--- config.mk ---
export PLATFORM = sky130hd
export DESIGN_NAME = mem_port_arbiter
export DESIGN_NICKNAME = d
export VERILOG_FILES = /design/src/rtl/mem_arb_pkg.sv /design/src/rtl/mem_arb_starve_ctr.sv /design/src/rtl/mem_port_arbiter.sv
export SDC_FILE = /design/constraint.sdc
export NUM_CORES = 1
export LEC_CHECK = 0
export BUFFER_PORTS_ARGS = -buffer_cell sky130_fd_sc_hd__buf_2
export CAP_MARGIN = 20
export CORE_MARGIN = 8
export CORE_UTILIZATION = 35
export CTS_BUF_LIST = sky130_fd_sc_hd__clkbuf_4 sky130_fd_sc_hd__clkbuf_8
export DETAILED_ROUTE_END_ITERATION = 12
export PLACE_DENSITY_LB_ADDON = 0.1
export SKIP_CTS_REPAIR_TIMING = 1
export SLEW_MARGIN = 0
export SYNTH_ARGS = -nofsm -noshare
export SYNTH_HDL_FRONTEND = slang
export SYNTH_SLANG_ARGS = --single-unit
--- constraint.sdc ---
create_clock -name clk1 -period 2 [get_ports clk1]
set_input_delay 0.2 -clock clk1 [delete_from_list [all_inputs] [get_ports clk1]]
set_output_delay 0.2 -clock clk1 [all_outputs]
set_load 0.01 [all_outputs]
--- src/rtl/mem_arb_pkg.sv ---
// Shared definitions for the unified-memory port arbiter.
//   owner_e       : which requester owns the read response due next cycle
//   *_DEF         : default address/data widths and starvation limit
//   sat_inc16     : saturating increment for 16-bit event counters
package mem_arb_pkg;

   localparam int ADDR_W_DEF     = 10;
   localparam int DATA_W_DEF     = 32;
   localparam int STARVE_MAX_DEF = 4;

   typedef enum logic [1:0] {
      OWN_NONE = 2'd0,
      OWN_IF   = 2'd1,
      OWN_DM   = 2'd2
   } owner_e;

   function automatic logic [15:0] sat_inc16(input logic [15:0] value);
      logic [15:0] result;
      if (value == 16'hFFFF) begin
         result = value;
      end else begin
         result = value + 16'd1;
      end
      return result;
   endfunction

endpackage

--- src/rtl/mem_arb_starve_ctr.sv ---
// Fetch starvation counter.
//   clk1, rst_n : clock and asynchronous active-low reset
//   req         : fetch request pending this cycle
//   gnt         : fetch granted this cycle
//   force_win   : counter has reached STARVE_MAX, so fetch must win now
// The counter climbs on every cycle fetch asks but loses, saturates at
// STARVE_MAX and clears whenever fetch is granted or stops asking.
module mem_arb_starve_ctr #(
   parameter  int STARVE_MAX = 4,
   localparam int CNT_W      = $clog2(STARVE_MAX + 1)
) (
   input  logic clk1,
   input  logic rst_n,
   input  logic req,
   input  logic gnt,
   output logic force_win
);

   localparam logic [CNT_W-1:0] MAX_C = CNT_W'(STARVE_MAX);

   logic [CNT_W-1:0] cnt_r;
   logic [CNT_W-1:0] cnt_next_s;

   // Next count: grow while denied, hold at the limit, clear otherwise.
   always_comb begin
      cnt_next_s = '0;
      if (req && !gnt) begin
         if (cnt_r == MAX_C) begin
            cnt_next_s = cnt_r;
         end else begin
            cnt_next_s = cnt_r + CNT_W'(1);
         end
      end else begin
         cnt_next_s = '0;
      end
   end

   // Counter register.
   always_ff @(posedge clk1 or negedge rst_n) begin
      if (!rst_n) begin
         cnt_r <= '0;
      end else begin
         cnt_r <= cnt_next_s;
      end
   end

   assign force_win = (cnt_r == MAX_C);

endmodule

--- src/rtl/mem_port_arbiter.sv ---
// Arbiter sharing one single-port memory between instruction fetch and
// data (load/store) accesses.
//   clk1, rst_n                      : clock, async active-low reset
//   if_req/if_addr -> if_gnt         : fetch request and same-cycle grant
//   if_rvalid/if_rdata               : fetch response, one cycle after grant
//   dm_req/dm_we/dm_addr/dm_wdata    : data request (store when dm_we=1)
//   dm_gnt, dm_rvalid/dm_rdata       : data grant and load response
//   flush                            : kill fetch grant/response this cycle
//   halted                           : no new grants; responses still finish
//   mem_en/mem_we/mem_addr/mem_wdata : memory command, driven by the winner
//   mem_rdata                        : memory read data (1-cycle latency)
//   conflict_cnt                     : saturating count of both-request cycles
// Grants and the memory command are combinational from this cycle's
// requests; the response owner is a registered two-process FSM.
module mem_port_arbiter
   import mem_arb_pkg::*;
#(
   parameter int ADDR_W     = ADDR_W_DEF,
   parameter int DATA_W     = DATA_W_DEF,
   parameter int STARVE_MAX = STARVE_MAX_DEF
) (
   input  logic              clk1,
   input  logic              rst_n,
   input  logic              if_req,
   input  logic [ADDR_W-1:0] if_addr,
   output logic              if_gnt,
   output logic              if_rvalid,
   output logic [DATA_W-1:0] if_rdata,
   input  logic              dm_req,
   input  logic              dm_we,
   input  logic [ADDR_W-1:0] dm_addr,
   input  logic [DATA_W-1:0] dm_wdata,
   output logic              dm_gnt,
   output logic              dm_rvalid,
   output logic [DATA_W-1:0] dm_rdata,
   input  logic              flush,
   input  logic              halted,
   output logic              mem_en,
   output logic              mem_we,
   output logic [ADDR_W-1:0] mem_addr,
   output logic [DATA_W-1:0] mem_wdata,
   input  logic [DATA_W-1:0] mem_rdata,
   output logic [15:0]       conflict_cnt
);

   owner_e            owner_r;
   owner_e            owner_next_s;
   logic              force_win_s;
   logic              if_gnt_s;
   logic              dm_gnt_s;
   logic              if_rvalid_s;
   logic              dm_rvalid_s;
   logic [DATA_W-1:0] if_rdata_r;
   logic [DATA_W-1:0] dm_rdata_r;
   logic [15:0]       conflict_r;

   mem_arb_starve_ctr #(
      .STARVE_MAX (STARVE_MAX)
   ) u_starve (
      .clk1      (clk1),
      .rst_n     (rst_n),
      .req       (if_req),
      .gnt       (if_gnt_s),
      .force_win (force_win_s)
   );

   // Arbitration: data wins unless fetch has starved long enough. A flushed
   // fetch is not eligible, so a forced fetch under flush yields to data.
   // Grants are gated by rst_n so nothing is issued while held in reset.
   always_comb begin
      if_gnt_s = 1'b0;
      dm_gnt_s = 1'b0;
      if (!rst_n || halted) begin
         if_gnt_s = 1'b0;
         dm_gnt_s = 1'b0;
      end else if (force_win_s && if_req && !flush) begin
         if_gnt_s = 1'b1;
      end else if (dm_req) begin
         dm_gnt_s = 1'b1;
      end else if (if_req && !flush) begin
         if_gnt_s = 1'b1;
      end else begin
         if_gnt_s = 1'b0;
         dm_gnt_s = 1'b0;
      end
   end

   // Memory command from the winner; idle cycles drive zeros.
   always_comb begin
      mem_en    = 1'b0;
      mem_we    = 1'b0;
      mem_addr  = '0;
      mem_wdata = '0;
      if (dm_gnt_s) begin
         mem_en    = 1'b1;
         mem_we    = dm_we;
         mem_addr  = dm_addr;
         mem_wdata = dm_wdata;
      end else if (if_gnt_s) begin
         mem_en    = 1'b1;
         mem_we    = 1'b0;
         mem_addr  = if_addr;
         mem_wdata = '0;
      end else begin
         mem_en    = 1'b0;
      end
   end

   // Owner next state: stores expect no response, so they leave it NONE.
   always_comb begin
      owner_next_s = OWN_NONE;
      if (if_gnt_s) begin
         owner_next_s = OWN_IF;
      end else if (dm_gnt_s && !dm_we) begin
         owner_next_s = OWN_DM;
      end else begin
         owner_next_s = OWN_NONE;
      end
   end

   // Owner state register; reset drops any outstanding response.
   always_ff @(posedge clk1 or negedge rst_n) begin
      if (!rst_n) begin
         owner_r <= OWN_NONE;
      end else begin
         owner_r <= owner_next_s;
      end
   end

   // Response valids decoded from the owner; flush kills a fetch response.
   always_comb begin
      if_rvalid_s = 1'b0;
      dm_rvalid_s = 1'b0;
      case (owner_r)
         OWN_IF:   if_rvalid_s = !flush;
         OWN_DM:   dm_rvalid_s = 1'b1;
         OWN_NONE: begin
            if_rvalid_s = 1'b0;
            dm_rvalid_s = 1'b0;
         end
         default: begin
            if_rvalid_s = 1'b0;
            dm_rvalid_s = 1'b0;
         end
      endcase
   end

   // Hold registers keep the last delivered word between responses.
   always_ff @(posedge clk1 or negedge rst_n) begin
      if (!rst_n) begin
         if_rdata_r <= '0;
         dm_rdata_r <= '0;
      end else begin
         if (if_rvalid_s) begin
            if_rdata_r <= mem_rdata;
         end
         if (dm_rvalid_s) begin
            dm_rdata_r <= mem_rdata;
         end
      end
   end

   // Saturating count of cycles where both sides asked at once.
   always_ff @(posedge clk1 or negedge rst_n) begin
      if (!rst_n) begin
         conflict_r <= 16'd0;
      end else if (if_req && dm_req) begin
         conflict_r <= sat_inc16(conflict_r);
      end
   end

   assign if_gnt       = if_gnt_s;
   assign dm_gnt       = dm_gnt_s;
   assign if_rvalid    = if_rvalid_s;
   assign dm_rvalid    = dm_rvalid_s;
   assign if_rdata     = if_rvalid_s ? mem_rdata : if_rdata_r;
   assign dm_rdata     = dm_rvalid_s ? mem_rdata : dm_rdata_r;
   assign conflict_cnt = conflict_r;

endmodule
==> results of run 1 <==
==> metal layers <==
metal | GRT usage, % | share of wire (%) | vias to the layer above | wire [um]
met2 | 24.4 | 50 | 103 | 6080
met1 | 18.8 | 42 | 1559 | 5100
li1 | - | - | 1477 | -
met3 | 5.78 | 7.2 | 8 | 878
met4 | 2.81 | 0.63 | 0 | 76
met5 | 0 | 0 | - | 0
==> cell usage in the layout (no fill, tap or decap), drive strengths merged, types with 5 or more instances in the layout <==
| cell | count |
|---|---|
| buf | 235 |
| nor2 | 6 |
| dfrtp | 85 |
| a22o | 10 |
| nand4 | 5 |
| xnor2 | 11 |
| clkbuf | 13 |
| nand3 | 11 |
| mux2 | 67 |
| and2 | 33 |
| nand2 | 10 |
| inv | 6 |
==> worst max-delay path by stage <==
stage / to / slack (ps) / cells past startpoint
after floorplan: mem_addr[3] / 310 / 7
after global placement: mem_addr[9] / 220 / 8
after detailed placement: mem_addr[0] / 150 / 8
after CTS: mem_addr[9] / -250 / 8
after global routing: mem_addr[0] / -200 / 9
final: mem_addr[9] / -80 / 9
==> stage by stage <==
step / TNS, ps / cell area (um2) / hold slack, ps
2_1_floorplan: 0 / 3800 / -95.6
3_3_place_gp: 0 / 5080 / 303
3_5_place_dp: 0 / 5080 / 301
4_1_cts: -9910 / 5250 / -88.6
5_1_grt: -7570 / 5820 / 10.1
6_report: -1900 / 5820 / 21.6
==> state kept, by name, summed over array words and instances, names as in the netlist <==
register / cells
conflict_cnt: 16
dm_rdata_r: 32
owner_r: 2
if_rdata_r: 32
u_starve.cnt_r: 3
==> power breakdown <==
part | internal, W | switching [W]
clock network | 0.000455 | 0.000611
registers | 0.00207 | 0.000171
logic | 0.000820 | 0.000716
total | 0.00334 | 0.00150
==> cell usage after synthesis (2+ instances only) <==
library cell / count / area, um2
a21oi_1: 2 / 10.0
a22o_1: 10 / 87.6
and2_1: 33 / 206
and3_1: 3 / 18.8
and4_4: 2 / 22.5
buf_2: 6 / 30.0
buf_4: 3 / 22.5
clkbuf_2: 2 / 10.0
dfrtp_1: 85 / 2130
ha_1: 3 / 37.5
inv_1: 4 / 15.0
mux2_1: 2 / 22.5
mux2_2: 65 / 732
nand2_1: 10 / 37.5
nand2b_1: 4 / 25.0
nand3_1: 11 / 55.1
nand4_1: 4 / 25.0
nor2_1: 6 / 22.5
o21ai_0: 2 / 10.0
xnor2_1: 11 / 96.3
==> logic make-up after synthesis <==
logic type	share of synthesized area, %
AO/OA/AOI/OAI	4.34
AND/OR/NAND/NOR	13.7
multiplexers	19.8
XOR/XNOR	2.76
flip-flops	55.9
adder cells (fa/ha/maj)	0.987
buffers and inverters	2.43
==> area by class of cell <==
cell class | instances | area share (%)
clock buffers | 9 | 2.13
multi-input cells | 184 | 29.7
flip-flops and latches | 85 | 36.5
clock inverters | 7 | 0.838
inverters | 4 | 0.258
repair buffers | 240 | 27.5
well taps | 140 | 3.01
==> out/qor.yml, run 1 <==
timing:
  fin_crit_sh_pct: 104
  setup_slack_ps: -75.4
  setup_violations: 43
  fin_skew_ps: 8.34
  max_slew_margin_pct: 57.9
  hold_viol: 0
  fmax_ghz: 0.482
  rsz0062_at_grt: "yes"
  worst_pin_slew_ps: 631
  min_period_ps: 2080
  drv_slew: 0
synth:
  ys_ff_latch: 85
  ys.flop_type: "dfrtp_1"
  synth_warnings: 0
  seq_area_frac_synth_pct: 55.9
  synth.distinct_cells: 38
  async_flop_share_pct: 100
  postSynthAreaPerCell_um2: 13.3
  syn-cell-area_um2: 3800
  synth_edf_count: 0
  synth_fp_nets: 380
  syn_inst: 286
layout:
  multiInputGateArea_um2: 1730
  fin_util_pct: 54.2
  diodes: 0
  layout.cells.non_filler: 669
  layout-drive-gt1-share_pct: 66.5
  fill_cells: 969
  final_nets: 618
  syn_to_final_growth_pct: 53.1
  area.sequential_um2: 2130
routing:
  drc_errors: 0
  drt-total-wl_um: 12100
  via_per_inst: 4.70
  vias: 3147
  first_iter_violations: 100
  wl_per_cell_um: 18.1
  ant_nets: 0
  dr.pass1.iters: 6
run_status:
  status: "complete, but fails checks"
  violations: "setup timing"
worst_setup_path:
  crit_buf_inv: 4
  rr_worst_depth: 4
  critPathTopFamily: "buffers and inverters"
  cp_max_fo: 6
  worstPathArrival_ps: 1880
  reg2reg_slack_ps: 200
  critPathLaunchType: "flip-flop"
  r2r_start: "conflict_cnt[0]$_DFFE_PN0P_"
  worstReg2RegEnd: "conflict_cnt[1]$_DFFE_PN0P_"
  crit_chain: "inv_2 -> ha_4 -> nand2_4 -> nor2_4 -> nor3_4 -> buf_6 -> clkbuf_16 -> a22o_1 -> buf_2"
  critical_path_class: "reg -> out"
  crit_path_start: "u_starve.cnt_r[1]$_DFFE_PN0P_"
  worst_setup_path_end_kind: "output port"
  crit_slowest_cell: "dfrtp_1"
  required_ps: 1800
  cp_slowest_stage_delay_ps: 410
power_and_ir_drop:
  ir_drop_mv: 0.507
  power_w: 0.00484
  power_density_nw_per_um2: 831
  p_leak_nw: 2.99
place:
  numPortBuffers: 218
  dpl.cell_count: 639
  dp_hpwl_um: 9050
  gp_congestion: 0.916
  pre_cts_ws_ps: 153
clock_tree:
  cts_root_buf: "clkbuf_8"
  numCtsBuffers: 9
  clk_pin_slew_ps: 80
  clkSinkCount: 85
  clock_path_buffers: 2
  clk_latency_ps: 350
  ctsHtreeMaxLevel: 3
  cts_tree: "yes"
worst_hold_path:
  whs_endpoint: "owner_r[1]$_DFF_PN0_"
  min_path_type: "in -> reg"
  hp-start: "dm_we"
  whs_path_depth: 2
flow_run:
  maxCapViolations: 0
floorplanning:
  start_util_pct: 35.4
  fp.dieArea_um2: 14500
  core_um2: 10700
  pin_count: 219
  rows: 38
  die_width_um: 120
  die_h_um: 120
global_route:
  grt.overflow.total: 0
  grt_util_all_layers_pct: 15.0
  grt_max_degree: 51
  grt_antenna_before_repair: 0
  grt_pass1_vias: 3203
  grt_pass1_wl_um: 17300
(Power assumes the default switching activity.)
==> inputs of run 2 (changes only) <==
- CORE_UTILIZATION: 35 -> 45
- CTS_BUF_LIST: sky130_fd_sc_hd__clkbuf_4 sky130_fd_sc_hd__clkbuf_8 -> sky130_fd_sc_hd__clkbuf_8
- PLACE_DENSITY: not set -> 0.93
- PLACE_DENSITY_LB_ADDON: 0.1 -> not set
==> run 2 against run 1 <==
Effect of this change: the flow finishes with violations (hold timing, setup timing); critical path depth is the same; clock-buffer cell count is the same; final cell count shrank 4.2%; hold slack lost 25 ps; die area shrank 19%; register-to-register slack lost 30 ps; global-route usage grew 3.7 points; clock skew grew 1.2 ps; maximum frequency shrank 0.46%; clock power is essentially flat; total power grew 4.3%; critical path type unchanged; critical endpoint is now mem_addr[0].
==> out/qor.yml, run 2 (synthesis gave the netlist of run 1 again) <==
timing:
  drv_slew: 0  # unchanged
  fmax_ghz: 0.480  # was 0.482 GHz
  fin_crit_sh_pct: 104  # about the same
  rsz0062_at_grt: "yes"  # unchanged
  fin_skew_ps: 9.56  # was 8.34 ps
  setup_slack_ps: -85.1  # was -75.4 ps
  setup_violations: 48  # was 43
  max_slew_margin_pct: 58.4  # was 57.9%
  hold_viol: 2  # was 0
  whs_ps: -3.02  # was 21.6 ps
  worst_pin_slew_ps: 625  # was 631 ps
  min_period_ps: 2090  # was 2080 ps
floorplanning:
  rows: 33  # was 38
  die_h_um: 108  # was 120 um
  pin_count: 219  # unchanged
  die_width_um: 108  # was 120 um
  fp.dieArea_um2: 11700  # was 14500 um2
  start_util_pct: 46.3  # was 35.4%
  core_um2: 8220  # was 10700 um2
worst_setup_path:
  critical_path_class: "reg -> out"  # unchanged
  worstPathArrival_ps: 1890  # was 1880 ps
  crit_slowest_cell: "dfrtp_1"  # unchanged
  critPathTopFamily: "buffers and inverters"  # unchanged
  reg2reg_slack_ps: 170  # was 200 ps
  crit_chain: "inv_2 -> ha_4 -> nand2_4 -> nor2_4 -> nor3_4 -> buf_6 -> buf_4 -> a22o_1 -> buf_2"  # was inv_2 -> ha_4 -> nand2_4 -> nor2_4 -> nor3_4 -> buf_6 -> clkbuf_16 -> a22o_1 -> buf_2
  crit_buf_inv: 4  # unchanged
  required_ps: 1800  # about the same
  worst_setup_path_end_kind: "output port"  # unchanged
  critPathLaunchType: "flip-flop"  # unchanged
  rr_worst_depth: 4  # unchanged
  r2r_start: "conflict_cnt[0]$_DFFE_PN0P_"  # unchanged
  cp_max_fo: 6  # unchanged
  cp_slowest_stage_delay_ps: 430  # was 410 ps
  worstReg2RegEnd: "conflict_cnt[1]$_DFFE_PN0P_"  # unchanged
clock_tree:
  clkSinkCount: 85  # unchanged
  cts_root_buf: "clkbuf_8"  # unchanged
  clk_latency_ps: 340  # was 350 ps
  clock_path_buffers: 2  # unchanged
  numCtsBuffers: 9  # unchanged
  ctsHtreeMaxLevel: 3  # unchanged
  cts_tree: "yes"  # unchanged
  clk_pin_slew_ps: 80  # about the same
power_and_ir_drop:
  p_int_w: 0.00347  # was 0.00334 W
  power_density_nw_per_um2: 856  # was 831 nW/um2
  swShare_pct: 31.4  # was 31.0%
  p_comb_share_pct: 33.8  # was 31.7%
  clockPowerShare_pct: 21.5  # was 22.0%
  power_w: 0.00505  # was 0.00484 W
  p_sw_w: 0.00159  # was 0.00150 W
  pwr-share-seq_pct: 44.7  # was 46.2%
  p_leak_nw: 3.05  # was 2.99 nW
  ir_drop_mv: 0.613  # was 0.507 mV
routing:
  via_per_inst: 5.06  # was 4.70
  first_iter_violations: 141  # was 100
  vias: 3245  # was 3147
  dr.pass1.iters: 5  # was 6
  drt-total-wl_um: 12800  # was 12100 um
  drc_errors: 0  # unchanged
  ant_nets: 0  # unchanged
  wl_per_cell_um: 20.0  # was 18.1 um
layout:
  syn_to_final_growth_pct: 55.1  # was 53.1%
  layout_commonest_cell: "buf_2"  # unchanged
  final_nets: 625  # was 618
  diodes: 0  # unchanged
  layout_common_cells: "176 x buf_2, 85 x dfrtp_1, 46 x buf_6"  # was 182 x buf_2, 85 x dfrtp_1, 46 x mux2_2
  layout-drive-gt1-share_pct: 65.7  # was 66.5%
run_status:
  violations: "hold timing, setup timing"  # was setup timing
  status: "complete, but fails checks"  # unchanged
place:
  pre_cts_ws_ps: 115  # was 153 ps
  gp_congestion: 0.867  # was 0.916
  numPortBuffers: 218  # unchanged
  dp_hpwl_um: 8940  # was 9050 um
worst_hold_path:
  min_path_type: "in -> async"  # was in -> reg
global_route:
  grt_util_all_layers_pct: 18.7  # was 15.0%
  grt_antenna_before_repair: 0  # unchanged
  grt_pass1_vias: 3418  # was 3203
  grt_pass1_wl_um: 17500  # was 17300 um
  grt_max_degree: 51  # unchanged
  grt.overflow.total: 0  # unchanged
flow_run:
  maxCapViolations: 0  # unchanged
-- run 2: worst max path at each step --
stage | start | end | slack, ps | cells after the start
after floorplan | u_starve.cnt_r[0]$_DFFE_PN0P_ | mem_addr[3] | 310 | 7
after global placement | u_starve.cnt_r[0]$_DFFE_PN0P_ | mem_addr[0] | 210 | 8
after detailed placement | u_starve.cnt_r[0]$_DFFE_PN0P_ | mem_addr[1] | 110 | 8
after CTS | u_starve.cnt_r[0]$_DFFE_PN0P_ | mem_addr[1] | -280 | 8
after global routing | u_starve.cnt_r[0]$_DFFE_PN0P_ | mem_addr[0] | -190 | 9
final | u_starve.cnt_r[0]$_DFFE_PN0P_ | mem_addr[0] | -90 | 9
-- run 2: layer usage --
metal  GRT usage (%)  vias up  share of wire, %
li1                -     1490                 -
met1            21.5     1641                38
met2            33.9      105                55
met3            5.65        9               6.1
met4            2.87        0              0.59
met5               0        -                 0
-- run 2: through the flow --
step,instances,util (%),setup TNS [ps],area [um2],hold WS (ps)
floorplan,286,-,0,3800,-95.6
detailed placement,605,61.3,0,5040,388
CTS,621,63.5,-9290,5220,2.01
global route,641,71.8,-8420,5900,17.5
finish,641,71.8,-1830,5900,-3.02
global placement,605,61.3,0,5040,391
-- run 2: area by class of cell --
cell class | count | area, um2
clock buffer | 9 | 124
fill | 592 | 2320
timing repair buffer | 247 | 1690
tap | 105 | 131
sequential | 85 | 2130
inverter | 4 | 15.0
clock inverter | 7 | 51.3
multi-input combinational | 184 | 1760
-- run 2: power by group through the flow --
stage | sequential (W) | clock (W) | combinational, W
after floorplan | 0.00226 | 0 | 0.000697
after global placement | 0.00224 | 0 | 0.00128
after detailed placement | 0.00228 | 0 | 0.00134
after CTS | 0.00224 | 0.00113 | 0.00134
after global routing | 0.00230 | 0.00120 | 0.00184
final | 0.00226 | 0.00109 | 0.00171
==> inputs of run 3 (changes only) <==
- BUFFER_PORTS_ARGS: -buffer_cell sky130_fd_sc_hd__buf_2 -> -buffer_cell sky130_fd_sc_hd__buf_4
- CORE_UTILIZATION: 45 -> 25
- PLACE_DENSITY: 0.93 -> 0.62
==> run 3 against run 2 <==
Effect of this change: the run ends with setup timing left; non-clock buffer count rose by 3; total power up 6.8%; sequential power hardly changed; routed wire length increased by 3.7%; final cell count is 13% higher; global-route usage down 6.6 points; highest routed layer unchanged.
==> out/qor.yml, run 3 (synthesis gave the netlist of run 1 again) <==
run_status:
  status: "complete, but fails checks"  # unchanged
  violations: "setup timing"  # was hold timing, setup timing
power_and_ir_drop:
  p_leak_nw: 3.25  # was 3.05 nW
  power_w: 0.00539  # was 0.00505 W
  power_density_nw_per_um2: 811  # was 856 nW/um2
  ir_drop_mv: 0.289  # was 0.613 mV
layout:
  layout_commonest_cell: "buf_4"  # was buf_2
  diodes: 0  # unchanged
  layout.cells.non_filler: 727  # was 641
  area.sequential_um2: 2130  # unchanged
  syn_to_final_growth_pct: 74.8  # was 55.1%
  final_nets: 628  # was 625
  fin_util_pct: 44.2  # was 71.8%
  fill_cells: 1390  # was 592
  layout-drive-gt1-share_pct: 67.3  # was 65.7%
  layout_common_cells: "176 x buf_4, 85 x dfrtp_1, 60 x buf_6"  # was 176 x buf_2, 85 x dfrtp_1, 46 x buf_6
  multiInputGateArea_um2: 1790  # was 1760 um2
global_route:
  grt_antenna_before_repair: 1  # was 0
  grt_util_all_layers_pct: 12.1  # was 18.7%
  grt_max_degree: 86  # was 51
  grt_pass1_vias: 3591  # was 3418
  grt.overflow.total: 0  # unchanged
  grt_pass1_wl_um: 18700  # was 17500 um
clock_tree:
  ctsHtreeMaxLevel: 3  # unchanged
  cts_root_buf: "clkbuf_8"  # unchanged
  cts_tree: "yes"  # unchanged
  clock_path_buffers: 2  # unchanged
  clk_pin_slew_ps: 90  # was 80 ps
  clk_latency_ps: 370  # was 340 ps
  numCtsBuffers: 9  # unchanged
  clkSinkCount: 85  # unchanged
routing:
  drc_errors: 0  # unchanged
  via_per_inst: 4.55  # was 5.06
  wl_per_cell_um: 18.3  # was 20.0 um
  vias: 3309  # was 3245
  ant_nets: 0  # unchanged
  first_iter_violations: 100  # was 141
  dr.pass1.iters: 4  # was 5
  drt-total-wl_um: 13300  # was 12800 um
worst_setup_path:
  crit_path_start: "u_starve.cnt_r[0]$_DFFE_PN0P_"  # unchanged
  critical_path_class: "reg -> out"  # unchanged
  required_ps: 1800  # about the same
  critPathLaunchType: "flip-flop"  # unchanged
  worst_setup_path_end_kind: "output port"  # unchanged
  worstPathArrival_ps: 1890  # about the same
  reg2reg_slack_ps: 170  # about the same
  r2r_start: "conflict_cnt[0]$_DFFE_PN0P_"  # unchanged
  cp_max_fo: 6  # unchanged
timing:
  rsz0062_at_grt: "yes"  # unchanged
  hold_viol: 0  # was 2
  setup_violations: 54  # was 48
  worst_pin_slew_ps: 455  # was 625 ps
  setup_tns_ps: -2910  # was -1830 ps
  whs_ps: 83.9  # was -3.02 ps
  fmax_ghz: 0.478  # was 0.480 GHz
  drv_slew: 0  # unchanged
  fin_crit_sh_pct: 105  # was 104%
  fin_skew_ps: 12.5  # was 9.56 ps
  min_period_ps: 2090  # about the same
  setup_slack_ps: -92.5  # was -85.1 ps
  max_slew_margin_pct: 69.6  # was 58.4%
place:
  dpl.cell_count: 686  # was 605
  numPortBuffers: 218  # unchanged
  gp_congestion: 0.856  # was 0.867
  dp_hpwl_um: 9520  # was 8940 um
floorplanning:
  die_width_um: 139  # was 108 um
  core_um2: 15000  # was 8220 um2
  fp.dieArea_um2: 19400  # was 11700 um2
  die_h_um: 139  # was 108 um
  pin_count: 219  # unchanged
  start_util_pct: 25.3  # was 46.3%
  rows: 45  # was 33
flow_run:
  maxCapViolations: 0  # unchanged
worst_hold_path:
  min_path_type: "in -> reg"  # was in -> async
  hp-start: "mem_rdata[4]"
==> run 3: cell count changes in the layout (fill, tap and decap cells not counted), sizes merged <==
| cell | before | now |
|---|---|---|
| bufinv | 0 | 1 |
| dlygate4sd3 | 0 | 2 |
| clkinv | 0 | 5 |
| clkbuf | 12 | 14 |
| inv | 7 | 5 |
| buf | 244 | 243 |
| clkinvlp | 4 | 0 |
==> run 3: layout make-up <==
cell class | instances | share of cell area [%]
clock buffer | 9 | 1.86
clock inverter | 7 | 1.13
inverter | 4 | 0.226
multi-input combinational | 184 | 26.9
sequential | 85 | 32.0
tap | 188 | 3.54
timing repair buffer | 250 | 34.3
==> run 3: power breakdown <==
group,internal (W),switching (W),leakage (nW)
clock network,0.000583,0.000646,0.104
logic,0.00114,0.000775,2.08
registers,0.00207,0.000180,1.06
total,0.00379,0.00160,3.25
==> run 3: metal layers <==
layer	global-route usage (%)	vias to the layer above	wire length, um
li1	-	1495	-
met1	12.3	1627	4830
met2	20.2	164	6680
met3	5.78	23	1390
met4	6.76	0	380
met5	0	-	0
==> run 3: worst paths after layout <==
check / cells after the start / to
setup / recovery: 9 / mem_addr[4]
max in group asynchronous: 3 / if_rdata_r[10]$_DFF_PN0_
min in group asynchronous: 3 / if_rdata_r[13]$_DFF_PN0_
hold / removal: 2 / if_rdata_r[4]$_DFF_PN0_
hold reg to reg: 1 / dm_rdata_r[18]$_DFF_PN0_
setup reg to reg: 4 / conflict_cnt[1]$_DFFE_PN0P_
==> run 3: critical path, cell delays in order, from the launching register on <==
cell and delay [ps]:
dfrtp_1 390, inv_2 60, ha_4 170, nand2_4 80
nor2_4 50, nor3_4 210, buf_6 170, clkbuf_16 150
a22o_1 150, buf_6 100
==> run 3: metrics by stage <==
step / area (um2) / setup slack (ps)
after CTS: 5910 / -293
after detailed placement: 5710 / 144
after global placement: 5710 / 203
final: 6650 / -92.5
after floorplan: 3800 / 312
after global routing: 6650 / -180
